--- config.mk ---
export PLATFORM = sky130hd
export DESIGN_NAME = mem_burst_reader_flat
export DESIGN_NICKNAME = d
export VERILOG_FILES = /design/src/rtl/mem_pkg.sv /design/src/rtl/mem_burst_reader_if.sv /design/src/rtl/stream_fifo2.sv /design/src/rtl/mem_burst_reader.sv /design/src/flat_wrapper.sv
export SDC_FILE = /design/constraint.sdc
export NUM_CORES = 1
export LEC_CHECK = 0
export CORE_ASPECT_RATIO = 1.4
export CORE_MARGIN = 2
export CORE_UTILIZATION = 55
export CTS_BUF_LIST = sky130_fd_sc_hd__clkbuf_16
export CTS_CLUSTER_DIAMETER = 60
export CTS_CLUSTER_SIZE = 25
export DETAILED_ROUTE_END_ITERATION = 7
export PLACE_DENSITY = 0.86
export SLEW_MARGIN = 20
export SYNTH_ARGS = -nofsm -noshare
export SYNTH_HDL_FRONTEND = slang
export SYNTH_SLANG_ARGS = --single-unit
--- constraint.sdc ---
create_clock -name clk_i -period 16.44 [get_ports clk_i]
set_clock_uncertainty 0.1 [all_clocks]
set_input_delay 1.644 -clock clk_i [delete_from_list [all_inputs] [get_ports clk_i]]
set_output_delay 1.644 -clock clk_i [all_outputs]
set_load 0.1 [all_outputs]
--- src/rtl/mem_pkg.sv ---
// Shared types for the burst read engine.
// Holds the burst FSM state encoding and the output buffer depth.
// Imported by the top of the burst reader.
package mem_pkg;

   typedef enum logic [1:0] {
      IDLE = 2'd0,
      RUN  = 2'd1,
      DONE = 2'd2
   } burst_state_e;

   // Reads in flight plus buffered words may never exceed this.
   localparam int fifo_depth_lp = 2;

endpackage

--- src/rtl/mem_burst_reader_if.sv ---
// Bundle of control, memory-side and stream-side signals of the burst reader.
// Names keep the reader's own direction suffixes; slave is the reader's view.
// master is the view of whoever drives start, supplies read data and consumes the stream.
interface mem_burst_reader_if #(
   parameter int data_width_p = 64,
   parameter int addr_width_p = 13,
   parameter int len_width_p  = addr_width_p + 1
);
   logic                      start_i;
   logic [addr_width_p-1:0]   base_addr_i;
   logic [len_width_p-1:0]    len_i;
   logic                      busy_o;
   logic                      done_o;
   logic                      mem_req_o;
   logic                      mem_wen_o;
   logic [addr_width_p-1:0]   mem_addr_o;
   logic [data_width_p/8-1:0] mem_mask_o;
   logic [data_width_p-1:0]   mem_rdata_i;
   logic                      out_valid_o;
   logic [data_width_p-1:0]   out_data_o;
   logic                      out_last_o;
   logic                      out_ready_i;

   modport slave (
      input  start_i, base_addr_i, len_i, mem_rdata_i, out_ready_i,
      output busy_o, done_o, mem_req_o, mem_wen_o, mem_addr_o, mem_mask_o,
             out_valid_o, out_data_o, out_last_o
   );

   modport master (
      output start_i, base_addr_i, len_i, mem_rdata_i, out_ready_i,
      input  busy_o, done_o, mem_req_o, mem_wen_o, mem_addr_o, mem_mask_o,
             out_valid_o, out_data_o, out_last_o
   );
endinterface

--- src/rtl/stream_fifo2.sv ---
// Purpose: 2-entry register FIFO; entry 0 is always the head.
// Latency: a push is visible at the head the cycle after the pushing edge.
// Backpressure: none internally; the caller must never push into a full FIFO.
module stream_fifo2 #(
   parameter int data_width_p = 64
) (
   input  logic                    clk_i,
   input  logic                    rst_i,
   input  logic                    push_i,
   input  logic [data_width_p-1:0] push_data_i,
   input  logic                    pop_i,
   output logic [1:0]              cnt_o,
   output logic [data_width_p-1:0] head_o
);
   logic [data_width_p-1:0] e0_q;
   logic [data_width_p-1:0] e1_q;
   logic [1:0]              cnt_q;

   // Shift-register storage: pops move entry 1 down, pushes fill the first free slot.
   always_ff @(posedge clk_i or posedge rst_i) begin
      if (rst_i) begin
         e0_q  <= '0;
         e1_q  <= '0;
         cnt_q <= 2'd0;
      end else begin
         case ({push_i, pop_i})
            2'b10: begin
               if (cnt_q == 2'd0) e0_q <= push_data_i;
               else               e1_q <= push_data_i;
               cnt_q <= cnt_q + 2'd1;
            end
            2'b01: begin
               e0_q  <= e1_q;
               cnt_q <= cnt_q - 2'd1;
            end
            2'b11: begin
               // Simultaneous push and pop keeps the count; only the slots shuffle.
               if (cnt_q == 2'd1) begin
                  e0_q <= push_data_i;
               end else begin
                  e0_q <= e1_q;
                  e1_q <= push_data_i;
               end
            end
            default: ;
         endcase
      end
   end

   assign cnt_o  = cnt_q;
   assign head_o = e0_q;

endmodule

--- src/rtl/mem_burst_reader.sv ---
// Purpose: reads len consecutive words from a 1-cycle registered memory and streams them out with last.
// Latency: start edge -> request next cycle -> first word valid 3 cycles after the start edge; 1 word/cycle after.
// Backpressure: with ready low at most 2 words are buffered/in flight and issue stops until the next pop.
module mem_burst_reader
   import mem_pkg::*;
#(
   parameter int data_width_p = 64,
   parameter int depth_p      = 8192,
   parameter int addr_width_p = $clog2(depth_p),
   parameter int len_width_p  = addr_width_p + 1
) (
   input logic               clk_i,
   input logic               rst_i,
   mem_burst_reader_if.slave bus
);
   burst_state_e              state_q;
   logic [addr_width_p-1:0]   addr_q;
   logic [addr_width_p-1:0]   addr_d;
   logic [len_width_p-1:0]    issue_left_q;
   logic [len_width_p-1:0]    out_left_q;
   logic                      pending_q;
   logic [1:0]                fifo_cnt;
   logic [data_width_p-1:0]   fifo_head;
   logic                      pop;
   logic                      room;
   logic                      issue;

   // A read may be issued when buffered plus in-flight words leave room, or a pop frees a slot now.
   assign pop   = (fifo_cnt != 2'd0) && bus.out_ready_i;
   assign room  = ({1'b0, fifo_cnt} + {2'b00, pending_q}) < 3'(fifo_depth_lp);
   assign issue = (state_q == RUN) && (issue_left_q != '0) && (room || pop);

   // Address walks modulo the memory depth.
   assign addr_d = (addr_q == addr_width_p'(depth_p - 1)) ? '0 : addr_q + 1'b1;

   // Burst FSM with address, remaining-issue, remaining-output counters and the read-pending flag.
   always_ff @(posedge clk_i or posedge rst_i) begin
      if (rst_i) begin
         state_q      <= IDLE;
         addr_q       <= '0;
         issue_left_q <= '0;
         out_left_q   <= '0;
         pending_q    <= 1'b0;
      end else begin
         pending_q <= issue;
         case (state_q)
            IDLE: begin
               if (bus.start_i) begin
                  addr_q       <= bus.base_addr_i;
                  issue_left_q <= bus.len_i;
                  out_left_q   <= bus.len_i;
                  state_q      <= (bus.len_i != '0) ? RUN : DONE;
               end
            end
            RUN: begin
               if (issue) begin
                  addr_q       <= addr_d;
                  issue_left_q <= issue_left_q - 1'b1;
               end
               if (pop) begin
                  out_left_q <= out_left_q - 1'b1;
                  if (out_left_q == len_width_p'(1)) state_q <= DONE;
               end
            end
            DONE:    state_q <= IDLE;
            default: state_q <= IDLE;
         endcase
      end
   end

   // Read data arrives the cycle after the request and is captured while pending is set.
   stream_fifo2 #(
      .data_width_p (data_width_p)
   ) u_fifo (
      .clk_i       (clk_i),
      .rst_i       (rst_i),
      .push_i      (pending_q),
      .push_data_i (bus.mem_rdata_i),
      .pop_i       (pop),
      .cnt_o       (fifo_cnt),
      .head_o      (fifo_head)
   );

   assign bus.busy_o      = (state_q != IDLE);
   assign bus.done_o      = (state_q == DONE);
   assign bus.mem_req_o   = issue;
   assign bus.mem_wen_o   = 1'b0;
   assign bus.mem_addr_o  = addr_q;
   assign bus.mem_mask_o  = '1;
   assign bus.out_valid_o = (fifo_cnt != 2'd0);
   assign bus.out_data_o  = fifo_head;
   assign bus.out_last_o  = (fifo_cnt != 2'd0) && (out_left_q == len_width_p'(1));

endmodule
--- src/flat_wrapper.sv ---
// flat-port wrapper written by rule: the top's interface ports become plain ports
module mem_burst_reader_flat import mem_pkg::*;
#(
   parameter int data_width_p = 64,
   parameter int depth_p      = 8192,
   parameter int addr_width_p = $clog2(depth_p),
   parameter int len_width_p  = addr_width_p + 1
)
  (clk_i, rst_i, bus_start_i, bus_base_addr_i, bus_len_i, bus_mem_rdata_i, bus_out_ready_i, bus_busy_o, bus_done_o, bus_mem_req_o, bus_mem_wen_o, bus_mem_addr_o, bus_mem_mask_o, bus_out_valid_o, bus_out_data_o, bus_out_last_o);
  mem_burst_reader_if #(.data_width_p(data_width_p), .addr_width_p(addr_width_p), .len_width_p(len_width_p)) bus_i ();
  input logic clk_i;
  input logic rst_i;
  input wire logic [$bits(bus_i.start_i)-1:0] bus_start_i;
  input wire logic [$bits(bus_i.base_addr_i)-1:0] bus_base_addr_i;
  input wire logic [$bits(bus_i.len_i)-1:0] bus_len_i;
  input wire logic [$bits(bus_i.mem_rdata_i)-1:0] bus_mem_rdata_i;
  input wire logic [$bits(bus_i.out_ready_i)-1:0] bus_out_ready_i;
  output wire logic [$bits(bus_i.busy_o)-1:0] bus_busy_o;
  output wire logic [$bits(bus_i.done_o)-1:0] bus_done_o;
  output wire logic [$bits(bus_i.mem_req_o)-1:0] bus_mem_req_o;
  output wire logic [$bits(bus_i.mem_wen_o)-1:0] bus_mem_wen_o;
  output wire logic [$bits(bus_i.mem_addr_o)-1:0] bus_mem_addr_o;
  output wire logic [$bits(bus_i.mem_mask_o)-1:0] bus_mem_mask_o;
  output wire logic [$bits(bus_i.out_valid_o)-1:0] bus_out_valid_o;
  output wire logic [$bits(bus_i.out_data_o)-1:0] bus_out_data_o;
  output wire logic [$bits(bus_i.out_last_o)-1:0] bus_out_last_o;
  assign bus_i.start_i = bus_start_i;
  assign bus_i.base_addr_i = bus_base_addr_i;
  assign bus_i.len_i = bus_len_i;
  assign bus_i.mem_rdata_i = bus_mem_rdata_i;
  assign bus_i.out_ready_i = bus_out_ready_i;
  assign bus_busy_o = bus_i.busy_o;
  assign bus_done_o = bus_i.done_o;
  assign bus_mem_req_o = bus_i.mem_req_o;
  assign bus_mem_wen_o = bus_i.mem_wen_o;
  assign bus_mem_addr_o = bus_i.mem_addr_o;
  assign bus_mem_mask_o = bus_i.mem_mask_o;
  assign bus_out_valid_o = bus_i.out_valid_o;
  assign bus_out_data_o = bus_i.out_data_o;
  assign bus_out_last_o = bus_i.out_last_o;
  mem_burst_reader #(.data_width_p(data_width_p), .depth_p(depth_p), .addr_width_p(addr_width_p), .len_width_p(len_width_p)) u_core (.clk_i(clk_i), .rst_i(rst_i), .bus(bus_i));
endmodule
[Yosys cells after proc, flatten, opt, wreduce, memory -nomap -nowiden]
Cells that the tools add are included.
Word-level totals
  latch bits: 0
  memory bits (writable): 0
  word-level logic and storage cells: 71
  output and inout bits: 91
  ROM bits: 0
  memories: 0
  register bits after elaboration: 174
  input bits: 95
Cells by class
  reduce and logical (&&, ||, !) cells: 20
  shifts and indexed selects: 0
  muxes and demuxes: 21
  equal/unequal tests: 15
  bitwise operators: 0
  multiply operators: 0
  div/mod/pow operators: 0
  add/subtract/negate cells: 6
  $lt $le $gt $ge: 1
Operators with widths (count)
  $mux 64: 4
  $pmux 64 s3: 1
  $pmux 64 s2: 1
  $pmux 14 s2: 2
  $mux 14: 3
  $mux 13: 3
  $reduce_bool 14->1: 2
  $sub 14x1->14 const B: 2
  $pmux 13 s2: 1
  $eq 14x1->1 const B: 1
  $add 13x1->13 const B: 1
  $eq 13x13->1 const B: 1
  $reduce_and 3->1: 4
  $ne 2x2->1 const B: 5
  $reduce_bool 2->1: 5
  $mux 2: 4
  $pmux 2 s2: 2
  $eq 2x1->1 const B: 3
  $eq 2x2->1 const B: 3
  $logic_and 1x1->1: 4
  $logic_not 2->1: 2
  $ne 2x1->1 const B: 2
  $add 2x1->3: 1
  $lt 3x2->1 const B: 1
  other kinds (5): 5

[Depth between registers and ports, before layout]
Gate-level depths: netlist (run 1).
  depth after elaboration: 6
  depth in mapped cells: 10
  mapped depth without buffers: 9

[Hierarchy]
Synthesis (run 1) repeated with hierarchy kept, for this count alone.
Unflattened totals
  cells, all modules: 870
  area total of the unflattened synthesis: 8589.5 um^2
By module, submodules not included
  stream_fifo2: cells each 528, seq. area each 3253.1 um^2, times used 1, area each 5733.0 um^2
  mem_burst_reader: cells each 342, seq. area each 1101.1 um^2, times used 1, area each 2856.5 um^2

[Least setup slack after synthesis (run 1)]
Ideal clock, no wire load.
  path kind: in2out
  start: input bus_out_ready_i
  end: output bus_mem_req_o
  arrival time: 2.694 ns
  stages on the path: 5
  buffers on the path: 1
  required time: 14.696 ns
  slack: 12.002 ns
  cells stage by stage: nor2b_1 > o21a_1 > nand2_2 > inv_2 > buf_6
On the way
  word-level cells in the longest chain between the ends: 3
RTL lines
  from (decl): line flat_wrapper.sv:17  | input wire logic [$bits(bus_i.out_ready_i)-1:0] bus_out_ready_i;
  $logic_and 1x1->1: line mem_burst_reader.sv:29  | assign pop = (fifo_cnt != 2'd0) && bus.out_ready_i;
  $logic_or 1x1->1: line mem_burst_reader.sv:31  | assign issue = (state_q == RUN) && (issue_left_q != '0) && (room || pop);
  $logic_and 1x1->1: line mem_burst_reader.sv:31
  to (decl): line flat_wrapper.sv:20  | output wire logic [$bits(bus_i.mem_req_o)-1:0] bus_mem_req_o;
Every way passes these cells.

[Worst setup path in the final report (run 1)]
Ends and elaborated chain as after synthesis.

==> flow_summary.ini, run 1 <==
[run_status]
outcome = finished, final reports clean

[yosys]
number_of_enable_flip_flop_cells_after_synthesis = 0
netlist_area_mm2 = 0.00837
syn-instance-count = 797
netlist_top_cells_area = dfrtp_1, mux2_2, a22oi_1, nand2_1, o21ai_0
synthDominantAreaCellType = dfrtp_1
yosys.area.top_type_share_pct = 52.0
ys_warn_count = 0
synth_cell_types = 59
synth_seq_cells = 174
synth-seq-area-share_pct = 52.0
synth_flop_cell = dfrtp_1
postSynth.asyncResetShare_pct = 100
synthesis.area_per_instance_um2 = 10.5

[cells_and_area]
antenna_cells = 0
area.growth.synth_to_final_pct = 28.8
stdcell_count = 1149
design.final.nets = 1048
final_cell_mix = clkdlybuf4s50_1, dfrtp_1, nand2_1, o21ai_0, a22oi_1
most_common_library_cell_in_the_layout_ignoring_fill_and_taps = clkdlybuf4s50_1
drive_gt1_share_pct = 13.4

[sta]
slew_headroom_pct = 29.6
grt_setup_unrepaired = no
setup_viol_count_final = 0
layout_worst_path_cycle_share_pct = 38.4
hold_violations = 0
fmax_mhz = 158
worst_slew_pin_slew_ps = 1050
fin_crit_ps = 6310
timing_max_transition_violations_final = 0
totalNegativeSetupSlack_ps = 0

[clocking]
cts_resized = 0
clkLatencyLatePin_ps = 420
ctsHtreeMaxLevel = 4
clkSlewWorstSetupHoldPaths_ps = 70
post_cts_hold_buffer_count = 0
clockBufferDepth = 2
clock-sinks = 174
cts.root.buffer_cell = clkbuf_16
postCtsSetupRepairBufs = 0
cts_tree = yes
cts_buffers = 17

[critical_path]
path_cells = clkdlybuf4s50_1 > nor2b_1 > o21a_1 > nand2_2 > inv_2 > clkdlybuf4s50_1
cp_data_arrival_time_ps = 4570
critPathMaxStageDelay_ps = 1200
crit_type = in -> out
cp-end-kind = primary output
crit_slowest_cell = clkdlybuf4s50_1
path_max_fanout = 18
worst_ep_required_time_ps = 14700
path_common_cell = clkdlybuf4s50_1
timing.critical_path.from_type = input pin

[floorplanning]
floorplan.die.width_um = 108
core_area_mm2 = 0.0149
die-height_um = 150
initial_core_util_pct = 56.1
pin_count = 186
fp.dieArea_mm2 = 0.0162
floorplan.rows = 53

[route]
vias = 6984
drt_iter0_markers = 498
drt-pass1-iter-count = 5
avgRoutedWirePerCell_um = 18.7
detail-route-antenna-nets = 0
residual_drc = 0
avgViaCountPerCell = 6.08
wirelength_um = 21500

[grt]
grt_pass1_vias = 6819
grt.overflow.total = 0
grt_use_total_pct = 26.8
grt_antenna_before_repair = 0
grt_max_degree = 119
wire_length_of_the_first_global_routing_pass_um = 34500

[placed_design]
input_output_buffers = 176
numPlacedInstances = 1117
detailed_place_hpwl_um = 13900
finalWeightedCongestion = 0.838

[worst_hold_path]
worstHoldPathType = reg -> reg

[run]
timing.max_cap.violations = 0
## synth_stat cells (3+ instances only)
cell type,number
nand3b_1,6
buf_2,22
nand3_1,21
nand4b_1,4
a22oi_1,68
clkbuf_1,25
o211ai_1,11
a21boi_0,3
nand2_1,109
a2bb2oi_1,9
o21ai_0,77
and2_1,5
nor3_1,7
buf_4,12
and3_1,4
buf_1,4
dfrtp_1,174
inv_1,15
o31a_1,9
o221ai_1,15
nor4_1,8
a21oi_1,26
o22ai_1,10
nand2b_1,3
nand4_1,10
or2_2,3
mux2_2,66
nor2_1,20
ha_1,9
nor2b_1,4
## final timing paths
kind	startpoint	end	slack, ps	cells after the start
setup reg to reg	u_core.u_fifo.cnt_o[0]	u_core.u_fifo.e1_q[29]	13000	8
setup / recovery	bus_out_ready_i	bus_mem_req_o	10130	6
hold / removal	u_core.u_fifo.head_o[12]	u_core.u_fifo.head_o[12]	380	2
min in group asynchronous	rst_i	u_core.state_q[0]	1520	2
hold reg to reg	u_core.u_fifo.head_o[12]	u_core.u_fifo.head_o[12]	380	2
max in group asynchronous	rst_i	u_core.u_fifo.head_o[20]	12800	4
## flip-flops by register name, indices dropped and copies added (netlist names)
name	count
u_core.pending_q	1
u_core.u_fifo.head_o	64
u_core.out_left_q	14
u_core.bus.mem_addr_o	13
u_core.issue_left_q	14
u_core.u_fifo.e1_q	64
u_core.state_q	2
u_core.u_fifo.cnt_o	2
## logic make-up after synthesis
family	synth area share, %
multiplexers	9.12
AO/OA/AOI/OAI	20.2
AND/OR/NAND/NOR	12.4
adder cells (fa/ha/maj)	1.35
buffers and inverters	4.55
flip-flops	52.0
other	0.0898
XOR/XNOR	0.209
## routing by layer
metal	vias up	GRT usage, %	share of wire, %
met1	3448	34.0	40
met3	34	5.88	6.6
met5	-	0	0
li1	3231	-	-
met4	0	9.42	2.1
met2	271	45.3	52
## final cells by class
class | instances | area, um^2
sequential | 174 | 4350
clock buffer | 17 | 425
fill | 1057 | 4140
clock inverter | 15 | 161
timing repair buffer | 185 | 1830
inverter | 16 | 65.1
multi-input combinational | 550 | 3700
tap | 192 | 240
## metrics by stage
stage	setup WS [ps]	util, %	area, um^2	hold slack [ps]
2_1_floorplan	9980	-	8390	371
3_3_place_gp	10150	68.3	10200	359
3_5_place_dp	10160	68.3	10200	370
4_1_cts	10130	72.2	10800	386
5_1_grt	10060	72.3	10800	413
6_report	10130	72.3	10800	381
## critical path: cells and delay by family
| kind | cells | cell delay, ps |
|---|---|---|
| AOI/OAI and AO/OA | 1 | 290 |
| buffers and inverters | 3 | 1970 |
| and+or+nand+nor | 2 | 660 |
Power of run 1 is left out: the tool's default activity adds up to more than one toggle a clock period on the data nets, which glitch-free logic cannot reach.
==> run 2: changes to the inputs <==
--- a/config.mk
+++ b/config.mk
@@ -7,12 +7,12 @@
 export LEC_CHECK = 0
 export CORE_ASPECT_RATIO = 1.4
 export CORE_MARGIN = 2
-export CORE_UTILIZATION = 55
+export CORE_UTILIZATION = 51
 export CTS_BUF_LIST = sky130_fd_sc_hd__clkbuf_16
 export CTS_CLUSTER_DIAMETER = 60
 export CTS_CLUSTER_SIZE = 25
 export DETAILED_ROUTE_END_ITERATION = 7
-export PLACE_DENSITY = 0.86
+export PLACE_DENSITY = 0.81
 export SLEW_MARGIN = 20
 export SYNTH_ARGS = -nofsm -noshare
 export SYNTH_HDL_FRONTEND = slang
==> constraint.sdc (replaced) <==
create_clock -name clk_i -period 6.4 [get_ports clk_i]
set_clock_uncertainty 0.1 [all_clocks]
set_input_delay 0.64 -clock clk_i [delete_from_list [all_inputs] [get_ports clk_i]]
set_output_delay 0.64 -clock clk_i [all_outputs]
set_load 0.1 [all_outputs]
==> run 2 against run 1 <==
  * Hold slack got worse by 3.5 ps
  * Count of clock-buffer cells in the layout unchanged
  * Utilization decreased by 5.2 points
  * Final cell count increased by 0.78%
  * Non-clock buffer count increased by 2
  * Global-route usage decreased by 3.3 points
  * Register-to-register slack got worse by 10000 ps
  * First-iteration DRC count increased by 19%
  * Setup slack got worse by 8100 ps
  * Critical path depth increased by 1
  * Sequential share of layout area about the same
  * Routed wire length decreased by 3.9%
==> flow_summary.ini, run 2 (same netlist as run 1, synthesis figures left out) <==
[route]
avgViaCountPerCell = 5.91
residual_drc = 0
vias = 6841
highest_metal_layer_used_by_the_detailed_router = met4
avgRoutedWirePerCell_um = 17.8
met2_wirelength_um = 10300
drt_iter0_markers = 593
drt-pass1-iter-count = 5
detail-route-antenna-nets = 0
met1_length_um = 8680
wirelength_um = 20600
met3RoutedLength_um = 1220

[worst_hold_path]
hold_depth = 2
worstHoldPathType = reg -> reg

[floorplanning]
die-height_um = 156
floorplan.die.width_um = 112
floorplan.rows = 55
pin_count = 186
core_area_mm2 = 0.0161
fp.dieArea_mm2 = 0.0175
initial_core_util_pct = 52.0

[cells_and_area]
drive_gt1_share_pct = 13.5
design.final.nets = 1050
most_common_library_cell_in_the_layout_ignoring_fill_and_taps = clkdlybuf4s50_1
stdcell_area_mm2 = 0.0108
antenna_cells = 0
num-fill-cells = 1250
area.growth.synth_to_final_pct = 29.0
final_cell_mix = clkdlybuf4s50_1, dfrtp_1, nand2_1, o21ai_0, a22oi_1

[clocking]
post_cts_hold_buffer_count = 0
clockBufferDepth = 2
clock-sinks = 174
cts_tree = yes
clkLatencyLatePin_ps = 430
cts_buffers = 17
cts.root.buffer_cell = clkbuf_16
cts_resized = 0
postCtsSetupRepairBufs = 0
clkSlewWorstSetupHoldPaths_ps = 70
ctsHtreeMaxLevel = 4

[placed_design]
input_output_buffers = 176
placedInstanceArea_mm2 = 0.0102
finalWeightedCongestion = 0.826
detailed_place_hpwl_um = 13600

[sta]
setup_viol_count_final = 0
worst_slew_pin_slew_ps = 1070
slew_headroom_pct = 28.6
fin_crit_ps = 4370
hold_violations = 0
timing_max_transition_violations_final = 0
fmax_mhz = 229
layout_worst_path_cycle_share_pct = 68.3
totalNegativeSetupSlack_ps = 0
grt_setup_unrepaired = no

[grt]
grt_antenna_before_repair = 0
wire_length_of_the_first_global_routing_pass_um = 33600
grt_pass1_vias = 6513
grt_use_total_pct = 23.6
grt_max_degree = 97
grt.overflow.total = 0

[critical_path]
cp-end-kind = primary output
path_max_fanout = 18
r2r_cells = 8
cp_data_arrival_time_ps = 3630
timing.critical_path.from_type = flop
crit_type = reg -> out
worst_ep_required_time_ps = 5660

[run_status]
outcome = finished, final reports clean

[run]
timing.max_cap.violations = 0
[run 2: cell types whose count changed in the layout (fill, tap and decap cells not counted), sizes merged]
cell / before / now
clkinvlp: 0 / 3
buf: 9 / 11
clkinv: 6 / 4
inv: 25 / 24
[run 2: layout make-up]
class / count / area [um^2] / area share, %
clock buffers: 17 / 425 / 3.94
clock inverters: 15 / 150 / 1.39
inverters: 16 / 65.1 / 0.603
multi-input cells: 550 / 3700 / 34.3
flip-flops and latches: 174 / 4350 / 40.3
well taps: 199 / 249 / 2.31
repair buffers: 187 / 1850 / 17.1
[run 2: per-layer routing]
layer  GRT usage [%]  vias to the layer above
li1                -                     3229
met2            39.5                      250
met3            3.54                       24
met1            31.9                     3338
met5               0                        -
met4            7.26                        0
[run 2: worst max-delay path, cell delays in order (launching register included)]
cell             delay [ps]
dfrtp_1                 400
inv_1                    60
ha_1                    280
nor2b_1                 570
o21a_1                  290
nand2_2                 100
inv_2                   290
clkdlybuf4s50_1        1200
[run 2: stage by stage]
step	hold WS (ps)	std cells	worst slack, ps	utilization [%]
5_1_grt	399	1158	1860	67.0
2_1_floorplan	371	804	943	-
3_3_place_gp	359	1126	2100	63.4
6_report	378	1158	2030	67.0
3_5_place_dp	369	1126	2090	63.4
4_1_cts	384	1158	2000	67.0
[run 2: path summary, 6_finish.rpt]
kind / startpoint / slack (ps) / to
setup / recovery: u_core.u_fifo.cnt_o[0] / 2030 / bus_mem_req_o
hold / removal: u_core.u_fifo.head_o[26] / 380 / u_core.u_fifo.head_o[26]
setup reg to reg: u_core.u_fifo.cnt_o[0] / 2570 / u_core.u_fifo.e1_q[20]
hold reg to reg: u_core.u_fifo.head_o[26] / 380 / u_core.u_fifo.head_o[26]
max in group asynchronous: rst_i / 4630 / u_core.u_fifo.head_o[59]
min in group asynchronous: rst_i / 490 / u_core.u_fifo.head_o[50]
Power of run 2 is left out for the same reason.
